**config.mk**
```make
export PLATFORM = sky130hd
export DESIGN_NAME = axil_slave_read_responder
export DESIGN_NICKNAME = d
export VERILOG_FILES = /design/src/rtl/axil_slave_read_responder.sv
export SDC_FILE = /design/constraint.sdc
export NUM_CORES = 1
export LEC_CHECK = 0
export CAP_MARGIN = 10
export CORE_MARGIN = 2
export CORE_UTILIZATION = 50
export CTS_CLUSTER_SIZE = 40
export DETAILED_ROUTE_END_ITERATION = 10
export PLACE_DENSITY_LB_ADDON = 0.15
export SLEW_MARGIN = 20
export SYNTH_ARGS = -nofsm -noshare
export SYNTH_HDL_FRONTEND = slang
export SYNTH_SLANG_ARGS = --single-unit
```
**constraint.sdc**
```tcl
create_clock -name ACLK -period 3.5 [get_ports ACLK]
set_input_delay 0.7 -clock ACLK [delete_from_list [all_inputs] [get_ports ACLK]]
set_output_delay 0.7 -clock ACLK [all_outputs]
set_load 0.01 [all_outputs]
```
**src/rtl/axil_slave_read_responder.sv**
```systemverilog
// rtl/axil_slave_read_responder.sv - register-backed fixed-latency read responder behind the AXI-Lite slave
//
// Purpose:
//   Accepts one read strobe at a time from the slave interface, waits a fixed
//   LATENCY, then presents the addressed register on MOD_2_S_RDATA with
//   MOD_2_S_RRQST held until the read-data handshake. Strobes arriving while
//   busy are ignored and counted. A local write port loads the register bank.
//
// Ports:
//   ACLK           clock, rising edge
//   ARESET         synchronous active-high reset
//   S_2_MOD_RREQ   one-cycle read strobe, S_2_MOD_RADDR valid with it
//   S_2_MOD_RADDR  byte read address, word index taken from [IDX_BITS+1:2]
//   RREADY         read-data ready, beat accepted on MOD_2_S_RRQST && RREADY
//   MOD_2_S_RRQST  response valid
//   MOD_2_S_RDATA  response data, zero when no response is pending
//   WR_EN          local register write enable
//   WR_IDX         local write register index
//   WR_DATA        local write data
//   BUSY           a request is in progress (WAIT or RESP)
//   DROP_CNT       saturating count of ignored strobes
//   RD_ERR         response is an out-of-range error
//
// Build option:
//   AXIL_RESP_DECERR_EN  when defined, addresses >= 4*DEPTH return 32'hDEADBEEF
//                        with RD_ERR=1; otherwise they wrap into the bank and
//                        RD_ERR is held at 0.

module axil_slave_read_responder #(
   parameter int REG_WIDTH = 32,
   parameter int DEPTH     = 16,
   parameter int IDX_BITS  = 4,
   parameter int LATENCY   = 5
) (
   input  logic                 ACLK,
   input  logic                 ARESET,
   input  logic                 S_2_MOD_RREQ,
   input  logic [REG_WIDTH-1:0] S_2_MOD_RADDR,
   input  logic                 RREADY,
   output logic                 MOD_2_S_RRQST,
   output logic [REG_WIDTH-1:0] MOD_2_S_RDATA,
   input  logic                 WR_EN,
   input  logic [IDX_BITS-1:0]  WR_IDX,
   input  logic [REG_WIDTH-1:0] WR_DATA,
   output logic                 BUSY,
   output logic [7:0]           DROP_CNT,
   output logic                 RD_ERR
);

   typedef enum logic [1:0] {
      IDLE = 2'd0,
      WAIT = 2'd1,
      RESP = 2'd2
   } state_t;

   state_t                state, state_nxt;
   logic [7:0]            cnt;
   logic [IDX_BITS-1:0]   idx_q;
   logic [REG_WIDTH-1:0]  reg_bank [DEPTH];
   logic                  rrqst_q;
   logic [REG_WIDTH-1:0]  rdata_q;
   logic [7:0]            drop_q;

   logic                  accept, capture, release_rsp, drop;
   logic [IDX_BITS-1:0]   req_idx, cap_idx;
   logic [REG_WIDTH-1:0]  cap_data;

   // Byte offset bits are discarded so misaligned addresses alias to their word.
   assign req_idx = S_2_MOD_RADDR[IDX_BITS+1:2];

   // With LATENCY=1 the capture happens on the accepting edge, so the index
   // comes straight from the bus rather than from the latched copy.
   assign cap_idx = (state == IDLE) ? req_idx : idx_q;

   // Address bits outside the index are only consumed by the out-of-range check.
   logic unused_addr;
   assign unused_addr = ^S_2_MOD_RADDR;

   always_ff @(posedge ACLK) begin
      if (ARESET) begin
         state <= IDLE;
      end else begin
         state <= state_nxt;
      end
   end

   always_comb begin
      state_nxt   = state;
      accept      = 1'b0;
      capture     = 1'b0;
      release_rsp = 1'b0;
      drop        = 1'b0;
      case (state)
         IDLE: begin
            if (S_2_MOD_RREQ) begin
               accept = 1'b1;
               if (LATENCY == 1) begin
                  capture   = 1'b1;
                  state_nxt = RESP;
               end else begin
                  state_nxt = WAIT;
               end
            end
         end
         WAIT: begin
            drop = S_2_MOD_RREQ;
            if (cnt == 8'd1) begin
               capture   = 1'b1;
               state_nxt = RESP;
            end
         end
         RESP: begin
            // A strobe on the handshake edge still sees RESP and is dropped.
            drop = S_2_MOD_RREQ;
            if (RREADY) begin
               release_rsp = 1'b1;
               state_nxt   = IDLE;
            end
         end
         default: begin
            state_nxt = IDLE;
         end
      endcase
   end

`ifdef AXIL_RESP_DECERR_EN
   logic oor_q, req_oor, cap_oor, rd_err_q;

   assign req_oor  = (S_2_MOD_RADDR >= REG_WIDTH'(4 * DEPTH));
   assign cap_oor  = (state == IDLE) ? req_oor : oor_q;
   assign cap_data = cap_oor ? REG_WIDTH'(32'hDEADBEEF) : reg_bank[cap_idx];

   always_ff @(posedge ACLK) begin
      if (ARESET) begin
         oor_q    <= 1'b0;
         rd_err_q <= 1'b0;
      end else begin
         if (accept) begin
            oor_q <= req_oor;
         end
         if (capture) begin
            rd_err_q <= cap_oor;
         end else if (release_rsp) begin
            rd_err_q <= 1'b0;
         end
      end
   end

   assign RD_ERR = rd_err_q;
`else
   assign cap_data = reg_bank[cap_idx];
   assign RD_ERR   = 1'b0;
`endif

   always_ff @(posedge ACLK) begin
      if (ARESET) begin
         cnt     <= 8'd0;
         idx_q   <= '0;
         rrqst_q <= 1'b0;
         rdata_q <= '0;
         drop_q  <= 8'd0;
      end else begin
         if (accept) begin
            idx_q <= req_idx;
            cnt   <= 8'(LATENCY - 1);
         end else if (state == WAIT) begin
            cnt <= cnt - 8'd1;
         end

         // The bank is read with its pre-edge contents, so a write landing on
         // the capture edge is not visible in this response.
         if (capture) begin
            rrqst_q <= 1'b1;
            rdata_q <= cap_data;
         end else if (release_rsp) begin
            rrqst_q <= 1'b0;
            rdata_q <= '0;
         end

         if (drop && (drop_q != 8'hFF)) begin
            drop_q <= drop_q + 8'd1;
         end
      end
   end

   always_ff @(posedge ACLK) begin
      if (ARESET) begin
         for (int i = 0; i < DEPTH; i++) begin
            reg_bank[i] <= '0;
         end
      end else if (WR_EN) begin
         reg_bank[WR_IDX] <= WR_DATA;
      end
   end

   assign MOD_2_S_RRQST = rrqst_q;
   assign MOD_2_S_RDATA = rdata_q;
   assign BUSY          = (state != IDLE);
   assign DROP_CNT      = drop_q;

endmodule
```
==> flow_summary.ini, run 1 <==
[critical_path]
reg2reg_from = state[1]
critical_path_class = reg2out
crit_fanout = 32
required_ns = 2.80
end_kind = primary output
worstPathArrival_ns = 2.62
crit_path_start_kind = register
r2r_slack_ns = 0.56
reg2reg_depth = 7
r2r_end = MOD_2_S_RDATA[19]

[drt]
wl_per_cell_um = 24.99
first_pass_iters = 6
wl_met1_um = 31730
vias = 19386
drt_iter0_markers = 1896
drcViolationCount = 0
wl_met3_um = 5367
totalWireLength_um = 79290
via_per_inst = 6.110
met2WireLength_um = 38430
highest_layer = met5
drtAntennaViolNets = 0

[timing]
slew_violations = 0
skew_ns = 0.02270
tightestPinTransition_ns = 1.016
grt_setup_unrepaired = no
fmax_mhz = 300.8
fin_tns_setup_ns = 0
setup_violations = 0
fin_crit_ns = 3.325
fin_crit_sh_pct = 94.99
hold_viol = 0
relSlewSlack_pct = 32.26

[logic_synthesis]
syn_nets = 2476
ys.flop_type = edfxtp_1
synth.yosys.seq_area_share_pct = 61.63
synth_area_mm2 = 0.02673
synth_edf_count = 512
yosysWarnings = 0
synthDistinctLibCells = 65
syn_area_per_cell_um2 = 11.15
synthesis.instances = 2397
synth_async_sr_flop_share_pct = 0
yosys_register_bits = 567

[clocking]
cts_tree = yes
h-tree-depth = 2
cts_root_buffer = clkbuf_16
clk_latency_ns = 0.63
clock-sinks = 567
clk_pin_slew_worst_paths_ns = 0.06
clockBufferDepth = 3
numCtsBuffers = 59
hold_buffers = 0

[hold_path]
min_path_type = reg2reg
hold_path_depth = 2
hold_start = MOD_2_S_RDATA[16]
min_to = MOD_2_S_RDATA[16]

[placement]
detailed_place_hpwl_um = 47000
port_buffers = 86
gp_congestion = 0.8538
place_inst = 3059

[die]
die_w_um = 235.2
core_area_mm2 = 0.05276
start_util_pct = 50.67
io_pins = 116
fp-row-count = 84
die_h_um = 235.2
dieArea_mm2 = 0.05533

[run]
drv_cap = 0

[grt]
grt_max_degree = 81
grt_pass1_vias = 19285
grt_pass1_wl_um = 118400
grt.overflow.total = 0
antenna_found_initial = 2
gr-usage-all-layers_pct = 28.30

[pwr]
peakVddDrop_uv = 430.7
swShare_pct = 28.48
p_sw_mw = 5.033
p_leak_nw = 10.67
p_clk_share_pct = 37.3
p_total_mw = 17.67
power_density_mw_per_mm2 = 573.8
pwr-share-seq_pct = 44.8
comb_power_share_pct = 17.9
intPower_mw = 12.64

[run_status]
status = finished clean

[layout]
syn2layout_area_growth_pct = 15.18
drive_above_1_share_pct = 10.83
nNetsFinal = 2512
ff_latch_area_mm2 = 0.01648
multiInputGateArea_mm2 = 0.009493
fin_cells = 3173
num-fill-cells = 4265
worst max-delay path, stage by stage (launching register included):
cell	delay, ns
dfxtp_1	0.32
inv_1	0.12
ha_4	0.36
clkinvlp_4	0.33
buf_4	0.33
clkdlybuf4s50_1	0.52
power groups by stage:
stage	Combinational (mW)	Sequential, mW	Clock, mW
detailed placement	3.11	8.05	0
global placement	3.05	8.03	0
CTS	3.13	7.91	6.66
global route	3.40	7.94	6.90
floorplan	1.85	7.99	0
finish	3.17	7.91	6.59
sequential cells by signal, summed over array words and instances (netlist names):
| register | cells |
|---|---|
| DROP_CNT | 8 |
| MOD_2_S_RDATA | 32 |
| MOD_2_S_RRQST | 1 |
| cnt | 8 |
| idx_q | 4 |
| reg_bank | 512 |
| state | 2 |
area by class of cell:
class	count	area share (%)
Inverter	32	0.4023
Sequential cell	567	53.52
Tap cell	688	2.796
Clock buffer	84	5.811
Clock inverter	28	0.8940
Multi-Input combinational cell	1591	30.83
Antenna cell	1	0.008127
Timing Repair Buffer	182	5.742
routing by layer:
metal	global-route usage, %	up-vias
li1	-	8726
met1	36.27	9627
met2	47.50	822
met3	4.104	209
met4	13.65	2
met5	0	-
worst max path at each step:
stage | to | start | slack (ns)
floorplan | reg_bank[0][0] | ARESET | 0.87
global placement | MOD_2_S_RDATA[25] | S_2_MOD_RADDR[3] | 0.27
detailed placement | MOD_2_S_RDATA[25] | S_2_MOD_RADDR[3] | 0.22
CTS | BUSY | state[0] | 0.01
global route | BUSY | state[1] | 0.13
finish | BUSY | state[1] | 0.18
synthesized netlist by cell type, drive strengths merged (32+ instances only):
cell type  instances  area share (%)
a22oi             36             1.0
nand3             44            0.82
and2             515              12
nand2            185             2.6
edfxtp           512              58
a21oi            133             2.5
or2               35            0.82
dfxtp             55             4.1
inv               32            0.45
clkbuf           172             2.4
nor2              93             1.3
o21ai            226             4.2
o211ai            53             1.5
buf               35            0.63
kinds of logic (layout without fill, tap and decap cells):
logic type | Yosys count | in the layout | share of synthesized area, %
compound gates | 635 | 635 | 14.86
xor+xnor | 11 | 11 | 0.3604
fa+ha+maj | 6 | 6 | 0.2808
buf+inv | 239 | 326 | 3.496
flops | 567 | 567 | 61.63
mux | 8 | 8 | 0.3276
other cells | 1 | 2 | 0.01403
simple gates | 930 | 930 | 19.03
placed cells by master (no fill, tap or decap), types with 5 or more instances in the layout:
cell type / count
ha_1: 5
o221ai_1: 18
nor3_1: 10
o211ai_1: 53
o22ai_1: 18
a211oi_1: 22
dfxtp_1: 53
clkbuf_8: 7
o21ai_0: 209
nand3_1: 44
o21ai_1: 17
a21oi_1: 132
o2111ai_1: 9
nor2b_1: 10
nand2_1: 183
buf_12: 15
a32oi_1: 16
buf_4: 80
nor2_2: 12
clkinv_2: 6
or3_1: 5
clkinvlp_4: 11
clkbuf_16: 66
a31oi_1: 25
edfxtp_1: 512
a221oi_1: 18
xnor2_1: 8
a2bb2oi_1: 26
clkdlybuf4s50_1: 85
and2_1: 513
a22oi_1: 35
nand2b_1: 16
clkinv_1: 5
clkbuf_1: 11
inv_1: 31
or2_2: 34
nor2_1: 81
through the flow:
stage	setup WS, ns	cell area (um^2)	utilization, %	hold slack (ns)
CTS	0.01470	30770	58.33	0.4626
detailed placement	0.2204	28700	54.39	0.4505
finish	0.1753	30790	58.36	0.4607
floorplan	0.8656	26730	-	0.4658
global route	0.1255	30790	58.35	0.4856
global placement	0.2678	28700	54.39	0.4543
repair_timing:
item	CTS	global route
endpoints found under the setup margin	1	1
pin swaps	0	1
gates resized for setup	2	0
buffers inserted	0	1
Power figures use the tool's default switching activity.
==> run 2, diff against run 1 <==
--- a/config.mk
+++ b/config.mk
@@ -5,7 +5,7 @@
 export SDC_FILE = /design/constraint.sdc
 export NUM_CORES = 1
 export LEC_CHECK = 0
-export CAP_MARGIN = 10
+export CAP_MARGIN = 15
 export CORE_MARGIN = 2
 export CORE_UTILIZATION = 50
 export CTS_CLUSTER_SIZE = 40
==> results of run 2 <==
Same layout as run 1: the final DEF is identical, and so are final timing and power.
==> run 3, diff against run 2 <==
--- a/config.mk
+++ b/config.mk
@@ -5,6 +5,7 @@
 export SDC_FILE = /design/constraint.sdc
 export NUM_CORES = 1
 export LEC_CHECK = 0
+export ABC_CLOCK_PERIOD_IN_PS = 3500
 export CAP_MARGIN = 15
 export CORE_MARGIN = 2
 export CORE_UTILIZATION = 50
==> results of run 3 <==
Same layout as run 1: the final DEF is identical, and so are final timing and power.
